**src/rtl/boot_seq_pkg.sv**
```systemverilog
// Shared types and constants for the boot sequencer.
// Holds the FSM state encoding and default ROM size.
package boot_seq_pkg;

    typedef enum logic [2:0] {
        S_IDLE,
        S_FETCH,
        S_ROMWAIT,
        S_WRITE,
        S_EXEC,
        S_HPS
    } state_t;

    localparam logic [15:0] BOOT_ROM_END_DEFAULT = 16'd275;
    localparam logic [7:0]  HPS_INDEX            = 8'd0;

endpackage

```
**src/rtl/boot_sequencer_if.sv**
```systemverilog
// Core download bus between the boot sequencer and the core.
// master drives the write strobe/address/data, slave back-pressures.
interface boot_sequencer_if;

    logic        dn_go;
    logic        dn_wr;
    logic [15:0] dn_addr;
    logic [7:0]  dn_data;
    logic        dn_busy;

    modport master (
        output dn_go,
        output dn_wr,
        output dn_addr,
        output dn_data,
        input  dn_busy
    );

    modport slave (
        input  dn_go,
        input  dn_wr,
        input  dn_addr,
        input  dn_data,
        output dn_busy
    );

endinterface

```
**src/rtl/boot_sequencer.sv**
```systemverilog
// Copies the boot ROM into the core after reset, then hands over
// to HPS index-0 downloads and re-runs the copy when they end.
module boot_sequencer
    import boot_seq_pkg::*;
#(
    parameter logic [15:0] BOOT_ROM_END = BOOT_ROM_END_DEFAULT,
    parameter logic [15:0] EXEC_ADDR    = 16'h0000
) (
    input  logic             clk_sys,
    input  logic             reset_n,
    input  logic             model,
    output logic [15:0]      rom_addr,
    output logic             rom_model,
    input  logic [7:0]       rom_data,
    input  logic             ioctl_download,
    input  logic [7:0]       ioctl_index,
    input  logic             ioctl_wr,
    input  logic [15:0]      ioctl_addr,
    input  logic [7:0]       ioctl_dout,
    output logic             ioctl_wait,
    boot_sequencer_if.master dn,
    output logic             execute_enable,
    output logic [15:0]      execute_addr,
    output logic             busy
);

    state_t      state_q;
    state_t      state_d;
    logic [15:0] cnt_q;
    logic [15:0] addr_q;
    logic [7:0]  data_q;
    logic        hps_wr_q;
    logic        model_q;
    logic        dl0;
    logic        last_byte;

    assign dl0       = ioctl_download && (ioctl_index == HPS_INDEX);
    assign last_byte = (cnt_q == BOOT_ROM_END);

    // State register; reset parks on FETCH so release starts a copy.
    always_ff @(posedge clk_sys) begin
        if (!reset_n) state_q <= S_FETCH;
        else          state_q <= state_d;
    end

    // Next-state: 3-cycle copy loop, one-shot exec, HPS passthrough.
    always_comb begin
        state_d = state_q;
        unique case (state_q)
            S_IDLE:    if (dl0) state_d = S_HPS;
            S_FETCH:   state_d = S_ROMWAIT;
            S_ROMWAIT: state_d = S_WRITE;
            S_WRITE: begin
                if (!dn.dn_busy) state_d = last_byte ? S_EXEC : S_FETCH;
            end
            S_EXEC:    state_d = S_IDLE;
            S_HPS:     if (!ioctl_download) state_d = S_FETCH;
            default:   state_d = S_IDLE;
        endcase
    end

    // Datapath: byte counter, write address/data, HPS strobe, model latch.
    always_ff @(posedge clk_sys) begin
        if (!reset_n) begin
            cnt_q    <= '0;
            addr_q   <= '0;
            data_q   <= '0;
            hps_wr_q <= 1'b0;
            model_q  <= model;
        end else begin
            hps_wr_q <= 1'b0;
            unique case (state_q)
                S_FETCH:   addr_q <= cnt_q;
                S_ROMWAIT: data_q <= rom_data;
                S_WRITE: begin
                    if (!dn.dn_busy && !last_byte) cnt_q <= cnt_q + 16'd1;
                end
                S_HPS: begin
                    addr_q   <= ioctl_addr;
                    data_q   <= ioctl_dout;
                    hps_wr_q <= ioctl_wr && !dn.dn_busy;
                    if (!ioctl_download) begin
                        cnt_q   <= '0;
                        model_q <= model;
                    end
                end
                default: ;
            endcase
        end
    end

    // Outputs: decoded from state, forced to zero while in reset.
    always_comb begin
        rom_addr       = '0;
        rom_model      = model;
        ioctl_wait     = 1'b0;
        dn.dn_go       = 1'b0;
        dn.dn_wr       = 1'b0;
        dn.dn_addr     = '0;
        dn.dn_data     = '0;
        execute_enable = 1'b0;
        execute_addr   = '0;
        busy           = 1'b0;
        if (reset_n) begin
            rom_addr     = cnt_q;
            rom_model    = model_q;
            dn.dn_addr   = addr_q;
            dn.dn_data   = data_q;
            dn.dn_wr     = hps_wr_q;
            execute_addr = EXEC_ADDR;
            busy         = (state_q != S_IDLE);
            unique case (state_q)
                S_IDLE: ;
                S_FETCH, S_ROMWAIT: begin
                    dn.dn_go   = 1'b1;
                    ioctl_wait = dl0;
                end
                S_WRITE: begin
                    dn.dn_go   = 1'b1;
                    dn.dn_wr   = !dn.dn_busy;
                    ioctl_wait = dl0;
                end
                S_EXEC: begin
                    execute_enable = 1'b1;
                    ioctl_wait     = dl0;
                end
                S_HPS: begin
                    dn.dn_go   = 1'b1;
                    ioctl_wait = dn.dn_busy;
                end
                default: ;
            endcase
        end
    end

endmodule

```
**src/flat_wrapper.sv**
```systemverilog
// flat-port wrapper written by rule: the top's interface ports become plain ports
module boot_sequencer_flat import boot_seq_pkg::*;
#(
    parameter logic [15:0] BOOT_ROM_END = BOOT_ROM_END_DEFAULT,
    parameter logic [15:0] EXEC_ADDR    = 16'h0000
)
  (clk_sys, reset_n, model, rom_addr, rom_model, rom_data, ioctl_download, ioctl_index, ioctl_wr, ioctl_addr, ioctl_dout, ioctl_wait, execute_enable, execute_addr, busy, dn_dn_go, dn_dn_wr, dn_dn_addr, dn_dn_data, dn_dn_busy);
  boot_sequencer_if dn_i ();
  input  logic clk_sys;
  input  logic reset_n;
  input  logic model;
  output logic [15:0] rom_addr;
  output logic rom_model;
  input  logic [7:0] rom_data;
  input  logic ioctl_download;
  input  logic [7:0] ioctl_index;
  input  logic ioctl_wr;
  input  logic [15:0] ioctl_addr;
  input  logic [7:0] ioctl_dout;
  output logic ioctl_wait;
  output logic execute_enable;
  output logic [15:0] execute_addr;
  output logic busy;
  output wire logic [$bits(dn_i.dn_go)-1:0] dn_dn_go;
  output wire logic [$bits(dn_i.dn_wr)-1:0] dn_dn_wr;
  output wire logic [$bits(dn_i.dn_addr)-1:0] dn_dn_addr;
  output wire logic [$bits(dn_i.dn_data)-1:0] dn_dn_data;
  input wire logic [$bits(dn_i.dn_busy)-1:0] dn_dn_busy;
  assign dn_dn_go = dn_i.dn_go;
  assign dn_dn_wr = dn_i.dn_wr;
  assign dn_dn_addr = dn_i.dn_addr;
  assign dn_dn_data = dn_i.dn_data;
  assign dn_i.dn_busy = dn_dn_busy;
  boot_sequencer #(.BOOT_ROM_END(BOOT_ROM_END), .EXEC_ADDR(EXEC_ADDR)) u_core (.clk_sys(clk_sys), .reset_n(reset_n), .model(model), .rom_addr(rom_addr), .rom_model(rom_model), .rom_data(rom_data), .ioctl_download(ioctl_download), .ioctl_index(ioctl_index), .ioctl_wr(ioctl_wr), .ioctl_addr(ioctl_addr), .ioctl_dout(ioctl_dout), .ioctl_wait(ioctl_wait), .dn(dn_i), .execute_enable(execute_enable), .execute_addr(execute_addr), .busy(busy));
endmodule
```
**config.mk**
```make
export PLATFORM = sky130hd
export DESIGN_NAME = boot_sequencer_flat
export DESIGN_NICKNAME = d
export VERILOG_FILES = /design/src/rtl/boot_seq_pkg.sv /design/src/rtl/boot_sequencer_if.sv /design/src/rtl/boot_sequencer.sv /design/src/flat_wrapper.sv
export SDC_FILE = /design/constraint.sdc
export NUM_CORES = 1
export LEC_CHECK = 0
export CORE_MARGIN = 2
export CORE_UTILIZATION = 47
export CTS_BUF_LIST = sky130_fd_sc_hd__clkbuf_16
export CTS_CLUSTER_DIAMETER = 40
export DETAILED_ROUTE_END_ITERATION = 6
export PLACE_DENSITY = 0.87
export RECOVER_POWER = 50
export SLEW_MARGIN = 10
export SYNTH_ARGS = -nofsm -noshare
export SYNTH_HDL_FRONTEND = slang
export SYNTH_SLANG_ARGS = --single-unit
export TNS_END_PERCENT = 1
```
**constraint.sdc**
```tcl
create_clock -name clk_sys -period 4.51 [get_ports clk_sys]
set_input_delay 0.902 -clock clk_sys [delete_from_list [all_inputs] [get_ports clk_sys]]
set_output_delay 0.902 -clock clk_sys [all_outputs]
set_load 0.01 [all_outputs]
```
## Word level (Yosys, flattened, before mapping)

Index checks and enable logic that the tools add are counted.

- $add $sub $neg: 1
- Equality and inequality tests: 12
- Muxes and demuxes: 26
- Reductions and logical operators: 17

Operators with widths:

| kind | number |
|---|---|
| $mux W16 | 4 |
| $pmux W16 S2 | 2 |
| $add A16 B1 Y16 const B | 1 |
| $eq A16 B9 Y1 const B | 1 |
| $pmux W8 S2 | 1 |
| $pmux W3 S5 | 1 |
| $mux W1 | 12 |
| $mux W3 | 4 |
| $logic_not A8 Y1 | 1 |
| $mux W8 | 1 |
| $reduce_or A4 Y1 | 2 |
| $eq A3 B2 Y1 const B | 2 |
| $eq A3 B3 Y1 const B | 2 |
| $ne A2 B1 Y1 const B | 3 |
| $ne A2 B2 Y1 const B | 3 |
| $reduce_and A3 Y1 | 2 |
| $reduce_bool A2 Y1 | 3 |
| $reduce_and A2 Y1 | 2 |
| $eq A3 B1 Y1 const B | 1 |
| $logic_and A1 B1 Y1 | 3 |
| $logic_not A3 Y1 | 1 |
| $reduce_bool A3 Y1 | 1 |
| $logic_not A1 Y1 | 2 |
| $pmux W1 S2 | 1 |

- Register bits after elaboration: 45
- Input port bits: 46
- Output and inout bits: 62

## Longest topological paths before layout

Gate-level depths: netlist (run 1).

- Depth in word-level cells: 5
- Gate-level depth with buffers: 7
- Mapped depth without buffers: 5

## Worst setup path before layout (run 1)

Ideal clock, no wire load.

- Path kind: input port to output port
- Start point: input port ioctl_index[3]
- End point: output port ioctl_wait
- Data arrival time: 1,745 ps
- Path slack: 1,863 ps
- Stages on the path: 4
- Path buffers: 0
- Cells stage by stage: nor4_1 and4_1 mux2i_1 o22ai_1

- Cells in the longest elaborated chain, start to end: 4

RTL lines:

| element | RTL line | source |
|---|---|---|
| start, declared | flat_wrapper.sv:16 | `input logic [7:0] ioctl_index;` |
| $logic_not A8 Y1 | boot_sequencer.sv:37 | `assign dl0 = ioctl_download && (ioctl_index == HPS_INDEX);` |
| $logic_and A1 B1 Y1 | boot_sequencer.sv:37 |  |
| $pmux W1 S2 | boot_sequencer.sv:112 | `unique case (state_q)` |
| $mux W1 | boot_sequencer.sv:104 | `if (reset_n) begin` |
| end, declared | flat_wrapper.sv:20 | `output logic ioctl_wait;` |

No other way between the ends.

## Worst setup path in the final report (run 1)

- Start point: register u_core.state_q[2]
- End point: output port dn_dn_wr

- Cells in the longest elaborated chain, start to end: 3

RTL lines:

| element | RTL line | source |
|---|---|---|
| start, declared | boot_sequencer.sv:27 | `state_t state_q;` |
| start signal, assigned | boot_sequencer.sv:43 | `else state_q <= state_d;` |
| $eq A3 B2 Y1 | boot_sequencer.sv:112 |  |
| $mux W1 | boot_sequencer.sv:112 |  |
| $mux W1 | boot_sequencer.sv:104 |  |
| end, declared | flat_wrapper.sv:25 | `output wire logic [$bits(dn_i.dn_wr)-1:0] dn_dn_wr;` |

No other way between the ends.

==> results of run 1 <==
[metrics by stage]
stage	std cells	hold WS (ns)	util, %	power, mW
after CTS	457	0.496	66.6	0.997
after detailed placement	449	0.478	64.0	0.650
after global placement	449	0.472	64.0	0.646
after global routing	457	0.504	66.5	1.04
after floorplan	322	0.464	-	0.568
final	457	0.489	66.5	0.993
[routing by layer]
layer  track usage [%]  wire length (µm)  up-vias
met1              27.6              2830     1149
met4              7.59               155        0
met5                 0                 0        -
met3              4.98               405       18
met2              33.9              3070      102
li1                  -                 -     1202
[logic make-up after synthesis]
family | count (synthesis)
compound gates | 46
xor+xnor | 6
fa+ha+maj | 1
buf+inv | 42
flops | 45
mux | 28
other cells | 1
simple gates | 138
[cell usage in the layout (no fill, tap or decap), types with 3 or more instances in the layout]
| master | Yosys | routed |
|---|---|---|
| sky130_fd_sc_hd__inv_1 | 2 | 4 |
| sky130_fd_sc_hd__nand2b_1 | 3 | 3 |
| sky130_fd_sc_hd__o211a_1 | 24 | 24 |
| sky130_fd_sc_hd__nand3_1 | 7 | 7 |
| sky130_fd_sc_hd__o211ai_1 | 9 | 9 |
| sky130_fd_sc_hd__and2_1 | 42 | 42 |
| sky130_fd_sc_hd__clkbuf_16 | 0 | 5 |
| sky130_fd_sc_hd__nand2_1 | 41 | 41 |
| sky130_fd_sc_hd__clkdlybuf4s50_1 | 0 | 89 |
| sky130_fd_sc_hd__xor2_1 | 4 | 4 |
| sky130_fd_sc_hd__o21ai_0 | 2 | 3 |
| sky130_fd_sc_hd__nand4_1 | 8 | 8 |
| sky130_fd_sc_hd__o21a_1 | 2 | 3 |
| sky130_fd_sc_hd__and3_1 | 3 | 3 |
| sky130_fd_sc_hd__conb_1 | 1 | 16 |
| sky130_fd_sc_hd__dfxtp_1 | 44 | 44 |
| sky130_fd_sc_hd__nor2_1 | 10 | 9 |
| sky130_fd_sc_hd__nor2b_1 | 4 | 4 |
| sky130_fd_sc_hd__mux2i_1 | 27 | 27 |
| sky130_fd_sc_hd__or4_1 | 7 | 7 |
[cell usage after synthesis, drive strengths merged]
library cell / number / area, µm²
a21boi: 1 / 7.51
a21o: 1 / 7.51
a21oi: 2 / 10.0
and2: 42 / 263
and3: 3 / 18.8
and4: 3 / 28.8
and4bb: 2 / 25.0
buf: 26 / 180
clkbuf: 13 / 48.8
conb: 1 / 3.75
dfxtp: 44 / 881
edfxtp: 1 / 30.0
ha: 1 / 12.5
inv: 3 / 11.3
mux2: 1 / 11.3
mux2i: 27 / 270
nand2: 41 / 154
nand2b: 3 / 18.8
nand3: 7 / 35.0
nand3b: 2 / 15.0
nand4: 9 / 71.3
nor2: 10 / 37.5
nor2b: 4 / 25.0
nor3: 1 / 5.00
nor4: 2 / 12.5
nor4b: 2 / 17.5
o211a: 24 / 240
o211ai: 9 / 67.6
o21a: 3 / 23.8
o21ai: 3 / 15.0
o221ai: 1 / 8.76
o22ai: 1 / 6.26
o31a: 1 / 8.76
or4: 7 / 52.6
xnor2: 2 / 17.5
xor2: 4 / 35.0
[final cells by class]
type / count / area [µm²] / area share, %
well taps: 72 / 90.1 / 2.46
clock inverters: 3 / 18.8 / 0.512
flip-flops and latches: 45 / 911 / 24.9
inverters: 3 / 11.3 / 0.307
repair buffers: 94 / 925 / 25.2
multi-input cells: 235 / 1580 / 43.2
clock buffers: 5 / 125 / 3.42
[worst max path at each step]
stage	end	start	cells after the start
floorplan	ioctl_wait	ioctl_index[3]	4
global placement	ioctl_wait	ioctl_index[3]	6
detailed placement	ioctl_wait	ioctl_index[3]	6
CTS	ioctl_wait	ioctl_index[3]	6
global route	dn_dn_wr	u_core.state_q[2]	4
finish	dn_dn_wr	u_core.state_q[2]	4
[flip-flops by register name, summed over array words and instances (netlist names)]
signal	cells
u_core.addr_q	16
u_core.data_q	8
u_core.model_q	1
u_core.cnt_q	16
u_core.state_q	3
u_core.hps_wr_q	1
[power by group]
part	internal (mW)	switching (mW)	total (mW)
combinational	0.107	0.0880	0.195
sequential	0.428	0.0187	0.446
clock	0.203	0.148	0.351
total	0.738	0.255	0.993
==> flow_summary.toml, run 1 <==
[yosys]
syn-cell-area_um2 = 2680
yosysWarnings = 0
synth_adder_area_share_pct = 0.468
syn_area_per_cell_um2 = 8.72
synth_top_family_by_area = "simple AND/OR/NAND/NOR gates"
post_synth_and_or_nand_nor_area_fraction_pct = 29.1
synth_xor_area_share_pct = 1.96
synthMuxAreaShare_pct = 10.5
area_fraction_in_compound_gates_after_synthesis_pct = 14.8
netlist-cell-type-count = 45
postSynthRegisterBits = 45
synthesis.instances = 307
synth.yosys.seq_area_share_pct = 34.0

[die]
core_um2 = 5510
die_width_um = 79.5
die_area_um2 = 6310
floorplan.die.height_um = 79.5
floorplan.io_pins = 108
initial_core_util_pct = 48.6
floorplan.rows = 27

[clocking]
cts_root_buffer = "sky130_fd_sc_hd__clkbuf_16"
clkLatencyLatePin_ns = 0.28
tritoncts = "yes"
ctsHoldBuffers = 0
cts_htree_levels = 2
inserted_clock_buffers = 5
path_clk_slew_ns = 0.06
post-cts-setup-buffers = 0
cts.sink_count = 45
cts_buffer_depth = 2
post_cts_resize_count = 0

[setup_path]
timing.critical_path.max_delay_family = "buffers and inverters"
crit_path_max_fanout = 27
worst-endpoint-arrival_ns = 2.87
reg2regPathDepth = 5
critPathCaptureType = "output port"
critPathSlowestCell = "sky130_fd_sc_hd__clkbuf_1"
reg2reg_to = "u_core.data_q[1]"
worst_ep_required_time_ns = 3.61
startpoint_of_the_worst_register_to_register_path = "u_core.state_q[2]"
critPathKind = "reg -> out"
path_buf_inv = 2
cpPeakStageDelay_ns = 1.13
critPathLaunchType = "register"
timing.reg2reg.setup_slack_ns = 0.97
crit_path_cell_trace = "clkbuf_1, and4bb_1, o21a_1, clkdlybuf4s50_1"

[timing]
layout_worst_path_cycle_share_pct = 83.7
final_max_slew_viol_count = 45
tightestPinTransition_ns = 1.59
finalHoldViolations = 0
fin_ws_ns = 0.736
min_period_ns = 3.77
max_slew_headroom_at_the_worst_pin_pct = -7.07
timing.final.setup_violations = 0
setup_repair_after_global_routing_missed_its_margin = "no"
maxClockFrequency_mhz = 265
total_negative_slack_ns = 0
finClkSkew_ns = 0.00373

[final_layout]
num-nets-final = 431
num_antenna_cells = 0
share_of_layout_cells_above_drive_strength_1_pct = 3.90
fillerInstances = 447
layout.cell_area.non_filler_um2 = 3660
synthToLayoutAreaGrowth_pct = 36.9

[power_and_ir_drop]
pleak_nw = 1.69
power_density_nw_per_um2 = 271
vdd.ir_drop.worst_mv = 0.231

[route]
detailroute.via_count = 2471
post-route-drc-count = 0
route.final.wire_length_um = 6460
avgRoutedWirePerCell_um = 14.1
drt.antenna.violating_nets = 0
vias_per_cell = 5.41
drt_initial_violations = 223
drt-pass1-iter-count = 4

[outcome]
violations = "capacitance limit, slew limit"
run_status = "complete, but fails checks"

[placed_design]
routabilityCongestion = 0.864
count_of_port_buffers_added_during_placement = 91
placed_cell_area_um2 = 3520
place.detailed.hpwl_um = 4700
dpl_worst_slack_ns = 0.828

[global_routing]
antenna_violations_before_repair = 0
grt_first_pass_wirelength_um = 10700
via_count_of_the_first_global_routing_pass = 2329
grt_start_max_net_pins = 43
grt_util_all_layers_pct = 21.1
gr-total-overflow = 0

[job]
max-cap-violations = 2

[worst_hold_path]
holdCritStartpoint = "u_core.addr_q[12]"
hold-path-cell-count = 1
holdPathEnd = "u_core.addr_q[12]"
hold_path.class = "reg -> reg"
No activity file was read; power rests on OpenSTA's default activity.
==> inputs of run 2 (changes only) <==
--- a/config.mk
+++ b/config.mk
@@ -6,11 +6,11 @@
 export NUM_CORES = 1
 export LEC_CHECK = 0
 export CORE_MARGIN = 2
-export CORE_UTILIZATION = 47
+export CORE_UTILIZATION = 39
 export CTS_BUF_LIST = sky130_fd_sc_hd__clkbuf_16
 export CTS_CLUSTER_DIAMETER = 40
 export DETAILED_ROUTE_END_ITERATION = 6
-export PLACE_DENSITY = 0.87
+export PLACE_DENSITY = 0.77
 export RECOVER_POWER = 50
 export SLEW_MARGIN = 10
 export SYNTH_ARGS = -nofsm -noshare
==> constraint.sdc (replaced) <==
create_clock -name clk_sys -period 3.15 [get_ports clk_sys]
set_input_delay 0.63 -clock clk_sys [delete_from_list [all_inputs] [get_ports clk_sys]]
set_output_delay 0.63 -clock clk_sys [all_outputs]
set_load 0.01 [all_outputs]
==> run 2 against run 1 <==
Net effect:
- largest power group unchanged
- global-route usage is 3.9 points lower
- routed wire length is 0.68% lower
- critical path depth is 2 higher
- the run still ends with capacitance limit, slew limit left
- highest routed layer unchanged
- largest cell class unchanged
- setup slack worse by 0.63 ns
- final cell count is 2.4% higher
- clock-buffer cell count stayed put
- die area is 19% higher
- cell area is 0.65% higher
==> flow_summary.toml, run 2 (synthesis gave the netlist of run 1 again) <==
[timing]
finalHoldViolations = 0
min_period_ns = 3.04
setup_repair_after_global_routing_missed_its_margin = "no"
maxClockFrequency_mhz = 328
total_negative_slack_ns = 0
layout_worst_path_cycle_share_pct = 96.7
max_slew_headroom_at_the_worst_pin_pct = -6.10
finClkSkew_ns = 0.00379
timing.final.setup_violations = 0
tightestPinTransition_ns = 1.57
final_max_slew_viol_count = 17

[clocking]
post-cts-setup-buffers = 0
inserted_clock_buffers = 5
clkLatencyLatePin_ns = 0.28
path_clk_slew_ns = 0.06
cts_htree_levels = 2
cts.sink_count = 45
ctsHoldBuffers = 0
cts_buffer_depth = 2
tritoncts = "yes"
cts_root_buffer = "sky130_fd_sc_hd__clkbuf_16"

[die]
core_um2 = 6720
floorplan.io_pins = 108
initial_core_util_pct = 39.8
floorplan.die.height_um = 86.8
floorplan.rows = 30
die_width_um = 86.8
die_area_um2 = 7540

[final_layout]
num-nets-final = 434
synthToLayoutAreaGrowth_pct = 37.8
fillerInstances = 621
layout_commonest_cell = "sky130_fd_sc_hd__clkdlybuf4s50_1"
share_of_layout_cells_above_drive_strength_1_pct = 3.61
final-instance-count-excl-fill = 468
final_core_utilization_pct = 54.9
reg_top3 = "u_core.addr_q: 16 flops, u_core.cnt_q: 16 flops, u_core.data_q: 8 flops"
num_antenna_cells = 0
commonest_cells_after_routing_fill_and_taps_aside = "sky130_fd_sc_hd__clkdlybuf4s50_1, sky130_fd_sc_hd__dfxtp_1, sky130_fd_sc_hd__and2_1"

[setup_path]
critPathKind = "in -> out"
cpPeakStageDelay_ns = 0.56
path_buf_inv = 2
critPathLaunchType = "input port"
cp_common_cell = "sky130_fd_sc_hd__clkdlybuf4s50_1"
critPathCaptureType = "output port"
worst-endpoint-arrival_ns = 2.41
timing.reg2reg.setup_slack_ns = 0.77
startpoint_of_the_worst_register_to_register_path = "u_core.state_q[0]"
reg2reg_to = "u_core.addr_q[8]"
crit_path_max_fanout = 2
timing.critical_path.max_delay_family = "buffers and inverters"
crit_path_cell_trace = "clkdlybuf4s50_1, nor4_2, and4_1, mux2i_1, o22ai_1, clkdlybuf4s50_1"
critPathSlowestCell = "sky130_fd_sc_hd__clkdlybuf4s50_1"
reg2regPathDepth = 5
worst_ep_required_time_ns = 2.52

[route]
post-route-drc-count = 0
avgRoutedWirePerCell_um = 13.7
drt-pass1-iter-count = 5
vias_per_cell = 5.00
drt.antenna.violating_nets = 0
detailroute.via_count = 2339
drt_initial_violations = 156
route.final.wire_length_um = 6410

[placed_design]
place.detailed.instances = 460
count_of_port_buffers_added_during_placement = 91
routabilityCongestion = 0.805
place.detailed.hpwl_um = 4670

[power_and_ir_drop]
power.combinational.fraction_pct = 19.9
p_switching_mw = 0.360
power_density_nw_per_um2 = 384
vdd.ir_drop.worst_mv = 0.253
p_int_mw = 1.06
pwr-share-seq_pct = 45.1
fin_total_pwr_mw = 1.42
pleak_nw = 1.71
power_switching_share_pct = 25.4
pwr-share-clk_pct = 35.0

[global_routing]
gr-total-overflow = 0
via_count_of_the_first_global_routing_pass = 2105
grt_first_pass_wirelength_um = 10400
grt_util_all_layers_pct = 17.2
antenna_violations_before_repair = 0
grt_start_max_net_pins = 60

[outcome]
violations = "capacitance limit, slew limit"
run_status = "complete, but fails checks"

[worst_hold_path]
hold_path.class = "reg -> reg"
holdCritStartpoint = "u_core.data_q[1]"
holdPathEnd = "u_core.data_q[1]"
hold-path-cell-count = 1

[job]
max-cap-violations = 1
## run 2: changes by cell type in the layout (fill, tap and decap cells not counted), moves of 2 or more
cell | previous run | this run
sky130_fd_sc_hd__clkdlybuf4s50_1 | 89 | 86
sky130_fd_sc_hd__dlygate4sd3_1 | 1 | 4
sky130_fd_sc_hd__clkbuf_1 | 1 | 3
sky130_fd_sc_hd__clkinvlp_4 | 2 | 0
## run 2: cell type report
cell class	instances	area, µm²	area share (%)
Clock buffer	5	125	3.39
Clock inverter	3	13.8	0.373
Inverter	3	11.3	0.305
Multi-Input combinational cell	235	1570	42.6
Sequential cell	45	911	24.7
Tap cell	80	100	2.71
Timing Repair Buffer	97	955	25.9
## run 2: worst max-delay path by stage
stage	from	end	slack [ns]	depth (start not counted)
after floorplan	ioctl_index[3]	ioctl_wait	1.05	4
after global placement	ioctl_index[3]	ioctl_wait	0.11	6
after detailed placement	ioctl_index[3]	ioctl_wait	0.05	6
after CTS	ioctl_index[3]	ioctl_wait	0.04	6
after global routing	ioctl_index[3]	ioctl_wait	0.002	6
final	ioctl_index[3]	ioctl_wait	0.11	6
## run 2: routing by layer
metal | track usage (%) | vias to the layer above | part of all wire (%)
li1 | - | 1210 | -
met1 | 24.2 | 1059 | 47
met2 | 26.0 | 66 | 46
met3 | 4.00 | 4 | 6.2
met4 | 5.54 | 0 | 1.0
met5 | 0 | - | 0
## run 2: power groups by stage
| stage | registers [mW] | logic (mW) | clock network [mW] |
|---|---|---|---|
| 5_1_grt | 0.644 | 0.310 | 0.534 |
| 3_3_place_gp | 0.649 | 0.279 | 0 |
| 3_5_place_dp | 0.651 | 0.284 | 0 |
| 4_1_cts | 0.639 | 0.286 | 0.506 |
| 6_report | 0.638 | 0.281 | 0.496 |
| 2_1_floorplan | 0.637 | 0.176 | 0 |
## run 2: metrics by stage
step | instance area (µm²) | setup WS [ns] | hold slack, ns
after global placement | 3570 | 0.110 | 0.472
after global routing | 3690 | 0.00186 | 0.511
after floorplan | 2730 | 1.05 | 0.464
final | 3690 | 0.105 | 0.491
after CTS | 3710 | 0.0445 | 0.493
after detailed placement | 3570 | 0.0534 | 0.478
## run 2: timing repair
| action | in CTS | in global routing |
|---|---|---|
| endpoints found under the hold margin | 0 | 0 |
| gates resized for setup | 0 | 1 |
| endpoints found under the setup margin | 0 | 1 |
